==> src/rtl/hbe_uart_pkg.sv <==
// Shared UART types: transmitter FSM state encoding
// and the default baud divider (100 MHz / 115200).
package hbe_uart_pkg;

  localparam int unsigned BAUD_DIV_DEFAULT = 868;

  typedef enum logic [1:0] {
    IDLE,
    START,
    DATA,
    STOP
  } tx_state_e;

endpackage

==> src/rtl/uart_baud_tick.sv <==
// Baud divider: counts 0..BAUD_DIV-1, one-cycle tick on the last count.
// Ports: clk, clr (sync clear, holds count at 0), tick.
module uart_baud_tick
  import hbe_uart_pkg::*;
#(
  parameter int unsigned BAUD_DIV = BAUD_DIV_DEFAULT
) (
  input  logic clk,
  input  logic clr,
  output logic tick
);

  localparam int unsigned CW = $clog2(BAUD_DIV);
  localparam logic [CW-1:0] LAST = CW'(BAUD_DIV - 1);

  logic [CW-1:0] cnt;

  assign tick = (cnt == LAST);

  always_ff @(posedge clk) begin
    if (clr || tick) begin
      cnt <= '0;
    end else begin
      cnt <= cnt + CW'(1);
    end
  end

endmodule

==> src/rtl/uart_tx_arbiter.sv <==
// Two-requester round-robin arbiter feeding one 8N1 UART transmitter.
// Ports: CLK100MHZ, fpga_rst, req0/1 valid/data/ready, uart0_txd, busy, grant_id.
module uart_tx_arbiter
  import hbe_uart_pkg::*;
#(
  parameter int unsigned BAUD_DIV = BAUD_DIV_DEFAULT
) (
  input  logic       CLK100MHZ,
  input  logic       fpga_rst,
  input  logic       req0_valid,
  input  logic [7:0] req0_data,
  output logic       req0_ready,
  input  logic       req1_valid,
  input  logic [7:0] req1_data,
  output logic       req1_ready,
  output logic       uart0_txd,
  output logic       busy,
  output logic       grant_id
);

  tx_state_e  state_q, state_d;
  logic [7:0] data_q, data_d;
  logic [2:0] idx_q, idx_d;
  logic       txd_q, txd_d;
  logic       grant_q, grant_d;
  logic       prio_q, prio_d;
  logic       pick;
  logic       tick;
  logic       baud_clr;

  // Counter sits at 0 through IDLE so START always begins a full bit.
  assign baud_clr = fpga_rst || (state_q == IDLE);

  uart_baud_tick #(
    .BAUD_DIV(BAUD_DIV)
  ) u_baud (
    .clk (CLK100MHZ),
    .clr (baud_clr),
    .tick(tick)
  );

  always_comb begin
    state_d    = state_q;
    data_d     = data_q;
    idx_d      = idx_q;
    txd_d      = txd_q;
    grant_d    = grant_q;
    prio_d     = prio_q;
    pick       = 1'b0;
    req0_ready = 1'b0;
    req1_ready = 1'b0;
    unique case (state_q)
      IDLE: begin
        txd_d = 1'b1;
        idx_d = 3'd0;
        if (!fpga_rst && (req0_valid || req1_valid)) begin
          // prio_q names the requester that wins a tie.
          pick       = (req0_valid && req1_valid) ? prio_q : req1_valid;
          req0_ready = !pick;
          req1_ready = pick;
          data_d     = pick ? req1_data : req0_data;
          grant_d    = pick;
          prio_d     = !pick;
          txd_d      = 1'b0;
          state_d    = START;
        end
      end
      START: begin
        if (tick) begin
          txd_d   = data_q[0];
          idx_d   = 3'd0;
          state_d = DATA;
        end
      end
      DATA: begin
        if (tick) begin
          if (idx_q == 3'd7) begin
            txd_d   = 1'b1;
            state_d = STOP;
          end else begin
            idx_d = idx_q + 3'd1;
            txd_d = data_q[idx_q + 3'd1];
          end
        end
      end
      STOP: begin
        if (tick) begin
          state_d = IDLE;
        end
      end
      default: state_d = IDLE;
    endcase
  end

  always_ff @(posedge CLK100MHZ) begin
    if (fpga_rst) begin
      state_q <= IDLE;
      data_q  <= '0;
      idx_q   <= '0;
      txd_q   <= 1'b1;
      grant_q <= 1'b0;
      prio_q  <= 1'b0;
    end else begin
      state_q <= state_d;
      data_q  <= data_d;
      idx_q   <= idx_d;
      txd_q   <= txd_d;
      grant_q <= grant_d;
      prio_q  <= prio_d;
    end
  end

  assign uart0_txd = txd_q;
  assign busy      = (state_q != IDLE);
  assign grant_id  = grant_q;

endmodule

==> config.mk <==
export PLATFORM = sky130hd
export DESIGN_NAME = uart_tx_arbiter
export DESIGN_NICKNAME = d
export VERILOG_FILES = /design/src/rtl/hbe_uart_pkg.sv /design/src/rtl/uart_baud_tick.sv /design/src/rtl/uart_tx_arbiter.sv
export SDC_FILE = /design/constraint.sdc
export NUM_CORES = 1
export LEC_CHECK = 0
export BUFFER_PORTS_ARGS = -buffer_cell sky130_fd_sc_hd__buf_4
export CAP_MARGIN = 20
export CORE_AREA = 2 2 71 46
export DETAILED_ROUTE_END_ITERATION = 7
export DIE_AREA = 0 0 73 48
export HOLD_SLACK_MARGIN = 0.08
export PLACE_DENSITY_LB_ADDON = 0.3
export SYNTH_ARGS = -nofsm -noshare
export SYNTH_HDL_FRONTEND = slang
export SYNTH_SLANG_ARGS = --single-unit
export TNS_END_PERCENT = 50
==> constraint.sdc <==
create_clock -name CLK100MHZ -period 1.9 [get_ports CLK100MHZ]
set_input_delay 0.38 -clock CLK100MHZ [delete_from_list [all_inputs] [get_ports CLK100MHZ]]
set_output_delay 0.38 -clock CLK100MHZ [all_outputs]
set_load 0.05 [all_outputs]
* After elaboration in Yosys (flattened, before gate mapping)
Cells that the tools add are included.
Word-level totals: flip-flop bits (word level) 26, output and inout bits 5, bits of input ports 20, logic and storage cells 58
Cells by class: add/sub/neg operators 2, multiplexer cells 23, reduce and logical (&&, ||, !) cells 14, eq/ne operators 11, order comparisons 1
Operators by type and width (number):
- $add A10 B1 Y10 const B | 1
- $eq A10 B10 Y1 const B | 1
- $mux W1 | 10
- $mux W2 | 5
- $mux W3 | 3
- $pmux W3 S3 | 1
- $mux W8 | 1
- $ne A2 B1 Y1 const B | 4
- $pmux W2 S4 | 1
- $reduce_and A5 Y1 | 1
- $eq A2 B2 Y1 const B | 2
- $lt A3 B4 Y1 const B | 1
- $ne A2 B2 Y1 const B | 2
- $reduce_and A4 Y1 | 1
- $add A3 B1 Y3 const B | 1
- $bmux W1 S3 | 1
- $eq A3 B3 Y1 const B | 1
- $logic_or A1 B1 Y1 | 3
- $pmux W1 S3 | 1
- $reduce_and A3 Y1 | 1
- $reduce_bool A3 Y1 | 1
- $eq A2 B1 Y1 const B | 1
- $logic_and A1 B1 Y1 | 2
- $logic_not A1 Y1 | 2
- 3 further kinds | 3

* Logic depth before layout (Yosys ltp)
depth in word-level cells 6, mapped depth 7, gate-level depth less buffers 7

* Cells and area by module
A second synthesis with hierarchy kept.
Second synthesis, totals: cell total of the unflattened synthesis 152, area, all modules 1410.1 um^2
Modules (own cells, without submodules):
- uart_tx_arbiter | sequential area each 320.3 um^2, cells an instance 99, area each 914.6 um^2, times used 1
- uart_baud_tick | sequential area each 200.2 um^2, cells an instance 53, area each 495.5 um^2, times used 1

* Worst setup path before layout
OpenSTA, ideal clock, no wires.
path type register -> output, start reg state_q[0], end out req0_ready, data required time 1.520 ns, cell stages (with the launch flop) 7, arrival 2.074 ns, slack -0.554 ns, buffers on the path 1, cells stage by stage dfxtp_1 inv_1 ha_1 inv_1 nor2_1 clkbuf_1 and2_1
On the way: word-level cells in the longest chain between the ends 2
Ends and longest elaborated chain:
- start, declared | line uart_tx_arbiter.sv:21 | tx_state_e state_q, state_d;
- start signal, assigned | line uart_tx_arbiter.sv:104 | state_q <= state_d;
- $logic_not A2 Y1 | line uart_tx_arbiter.sv:52 | unique case (state_q)
- $mux W1 | line uart_tx_arbiter.sv:52
- end, declared | line uart_tx_arbiter.sv:12 | output logic req0_ready,
No other way between the ends.

* Worst setup path in the final report
start reg idx_q[0], end reg txd_q (netlist: uart0_txd)
On the way: word-level cells in the longest chain between the ends 6, elaborated cells between the ends (all ways) 7, those cells by class add/sub: 1; eq/ne: 1; mux: 5
Ends and longest elaborated chain:
- start, declared | line uart_tx_arbiter.sv:23 | logic [2:0] idx_q, idx_d;
- start signal, assigned | line uart_tx_arbiter.sv:106 | idx_q <= idx_d;
- $add A3 B1 Y3 | line uart_tx_arbiter.sv:82 | txd_d = data_q[idx_q + 3'd1];
- $bmux W1 S3 | line uart_tx_arbiter.sv:82
- $mux W1 (implied by the code) | line uart_tx_arbiter.sv:82
- $mux W1 (*) | line uart_tx_arbiter.sv:77 | if (idx_q == 3'd7) begin
- $mux W1 (*) | line uart_tx_arbiter.sv:76 | if (tick) begin
- $pmux W1 S3 (*) | line uart_tx_arbiter.sv:52
- end signal, assigned | line uart_tx_arbiter.sv:107 | txd_q <= txd_d;
- end, declared | line uart_tx_arbiter.sv:24 | logic txd_q, txd_d;
Mark *: on every way between the ends. The rest lies on a longest branch, timed or not. The select of a mux whose other input is x is not followed. A chain may end at the register's enable or synchronous reset.

==> impl_metrics.toml <==
[floorplan]
initial_utilization_pct = 46.8
die_area_um2 = 3500
chipHeight_um = 48
floorplan.rows = 15
pin_count = 25
core_area_um2 = 2800
chipWidth_um = 73

[clock_tree]
clock_sinks = 26
htreeDepth = 1
clk_latency_ns = 0.27
worst_setup_hold_path_clk_slew_ns = 0.08
clock_buffers_created_by_tritoncts = 3
ctsRootBufferMaster = "sky130_fd_sc_hd__clkbuf_8"
ctsLongestPathBuffers = 2
tritoncts = "done"

[critical_path]
worst_path_dominant_cell_family = "multiplexers"
buffers_plus_inverters_on_the_worst_setup_path = 0
critical_path.cell_chain = "ha_2, ha_4, mux4_2, mux2_2, nor3_2, o31ai_1"
cp.arrival_ns = 2.01
cpPeakStageDelay_ns = 0.48
critical_path_start_end_classification = "reg -> reg"
critical_path.max_fanout = 3
startpoint_type = "flip-flop"
worstPathRequired_ns = 2.06
critPathCaptureType = "flip-flop"
critPathSlowestCell = "sky130_fd_sc_hd__mux4_2"

[logic_synthesis]
synth_ff_type = "sky130_fd_sc_hd__dfxtp_1"
count_of_cell_types_in_the_netlist = 34
yosys_register_bits = 26
synthArstFlopShare_pct = 0
post_synth_inst_count = 140
syn_area_um2 = 1310
syn_nets = 167
ys.warnings.count = 0
syn_avg_cell_area_um2 = 9.36
count_of_flip_flops_with_a_built_in_enable_after_synthesis = 0
synth-seq-area-share_pct = 39.7

[global_route]
grt_first_pass_wirelength_um = 4470
largest_net_degree_at_the_start_of_global_routing = 18
antenna_found_initial = 0
remaining_global_route_overflow = 0
grt_use_total_pct = 17.4
first_global_vias = 1005

[power]
power.density_cell_area_nw_per_um2 = 1150
power_mw = 1.91
worst_ir_drop_vdd_v = 0.000715
total_leakage_power_nw = 0.666

[cells_and_area]
nNetsFinal = 199
fin_util_pct = 59.6
syn_to_final_growth_pct = 27.2
non_filler_instance_count_after_layout = 204
num_antenna_cells = 0
area_of_all_placed_cells_without_fillers_um2 = 1670
drive_above_1_share_pct = 32.9

[route]
route.vias.total = 1064
wl_per_cell_um = 13.3
drcViolationCount = 0
number_of_drc_violations_after_detailed_routing_iteration_0 = 40
vias_per_cell = 5.22
drt_pre_antenna_iters = 4
route.final.wire_length_um = 2720
ant_nets = 0

[sta]
unrepaired_setup_endpoints_after_global_routing = "yes"
timing.fmax_ghz = 0.542
layout_min_cycle_time_ns = 1.84
timing_hold_violations_final = 0
timing.max_slew.rel_slack_pct = 79.0
worstMarginPinSlew_ns = 0.311
finClkSkew_ns = 0.00323
setup_slack_ns = 0.0555
final_setup_violations = 0
timing_max_transition_violations_final = 0
finalCritPeriodShare_pct = 97.1
holdWs_ns = 0.419
tns_ns = 0

[placement]
gpl.final_weighted_congestion = 0.806
minimum_setup_slack_after_placement_ns = -0.00589
post_dp_cell_area_um2 = 1590
dp_cells = 200
port_buffers = 24
post-dp-hpwl_um = 2080

[worst_hold_path]
hold_path_class = "reg -> reg"

[job]
drv.max_cap_violation_count = 0

[status]
status = "finished, final reports clean"
## where the power goes
group | leakage [nW] | total, mW | switching, mW | internal (mW)
logic | 0.431 | 0.904 | 0.508 | 0.396
clock network | 0.0216 | 0.306 | 0.164 | 0.142
registers | 0.213 | 0.700 | 0.0623 | 0.638
## timing repair
item | CTS | global route
setup endpoints to repair | 2 | 5
hold buffers | 0 | 0
pin swaps | 0 | 4
setup buffers | 0 | 1
hold endpoints to repair | 0 | 0
gates resized for setup | 2 | 8
## metal layers
metal | up-vias | wire (um) | global-route usage, %
met3 | 2 | 121 | 5.05
met1 | 486 | 1320 | 22.1
met4 | 0 | 19 | 4.44
met5 | - | 0 | 0
met2 | 24 | 1250 | 29.7
li1 | 552 | - | -
## path summary, 6_finish.rpt
path	from	endpoint	slack, ns	cells after the start
worst min register to register	u_baud.cnt[0]$_SDFF_PP0_	u_baud.cnt[0]$_SDFF_PP0_	0.42	1
worst min-delay path	u_baud.cnt[0]$_SDFF_PP0_	u_baud.cnt[0]$_SDFF_PP0_	0.42	1
worst max-delay path	idx_q[0]$_SDFFE_PP0P_	uart0_txd$_SDFFE_PP1P_	0.06	6
worst max register to register	idx_q[0]$_SDFFE_PP0P_	uart0_txd$_SDFFE_PP1P_	0.06	6
## layout make-up
| class | instances | area (um2) |
|---|---|---|
| repair buffers | 32 | 248 |
| multi-input cells | 101 | 774 |
| inverters | 8 | 37.5 |
| flip-flops and latches | 26 | 523 |
| well taps | 34 | 42.5 |
| clock buffers | 3 | 41.3 |
| fillers | 243 | 1130 |
## flip-flops by register name (all words and copies together) (netlist names)
signal,count
idx_q,3
data_q,8
uart0_txd,1
state_q,2
u_baud.cnt,10
prio_q,1
grant_id,1
## cells by family after synthesis
family / synth area share [%]
multiplexers: 12.2
AO/OA/AOI/OAI: 11.7
flip-flops: 39.7
adder cells (fa/ha/maj): 6.69
buffers and inverters: 5.25
AND/OR/NAND/NOR: 19.0
XOR/XNOR: 5.35
## cells in the final DEF (no fill, tap or decap), drive strengths merged
cell / count
nand4: 2
inv: 6
nor2: 25
nand2: 3
or3: 1
mux2: 1
a21oi: 6
buf: 32
o22ai: 1
clkinvlp: 2
or3b: 2
xnor2: 5
and2b: 1
o31ai: 1
o21bai: 1
mux2i: 10
nand3: 4
xor2: 3
nor4: 2
dfxtp: 26
nor3: 3
clkbuf: 3
a211oi: 9
mux4: 2
nand2b: 1
nand3b: 2
o21ai: 7
and2: 2
ha: 7
## cells in the mapped netlist (2+ instances only)
cell type                  number  area, um2
sky130_fd_sc_hd__clkbuf_8       2       27.5
sky130_fd_sc_hd__xnor2_1        5       43.8
sky130_fd_sc_hd__nor3_1         3       15.0
sky130_fd_sc_hd__xor2_1         3       26.3
sky130_fd_sc_hd__nor2_1        25       93.8
sky130_fd_sc_hd__inv_1          8       30.0
sky130_fd_sc_hd__a21oi_1        6       30.0
sky130_fd_sc_hd__o21ai_1        2       10.0
sky130_fd_sc_hd__a211oi_1       9       67.6
sky130_fd_sc_hd__mux4_2         2       45.0
sky130_fd_sc_hd__nand2_1        3       11.3
sky130_fd_sc_hd__nand3b_1       2       15.0
sky130_fd_sc_hd__ha_1           7       87.6
sky130_fd_sc_hd__o21ai_0        5       25.0
sky130_fd_sc_hd__nand3_1        4       20.0
sky130_fd_sc_hd__mux2i_1        9       90.1
sky130_fd_sc_hd__nand4_1        2       12.5
sky130_fd_sc_hd__clkbuf_1       2       7.51
sky130_fd_sc_hd__dfxtp_1       26        521
Note: power is estimated with default switching activity, not from simulation.
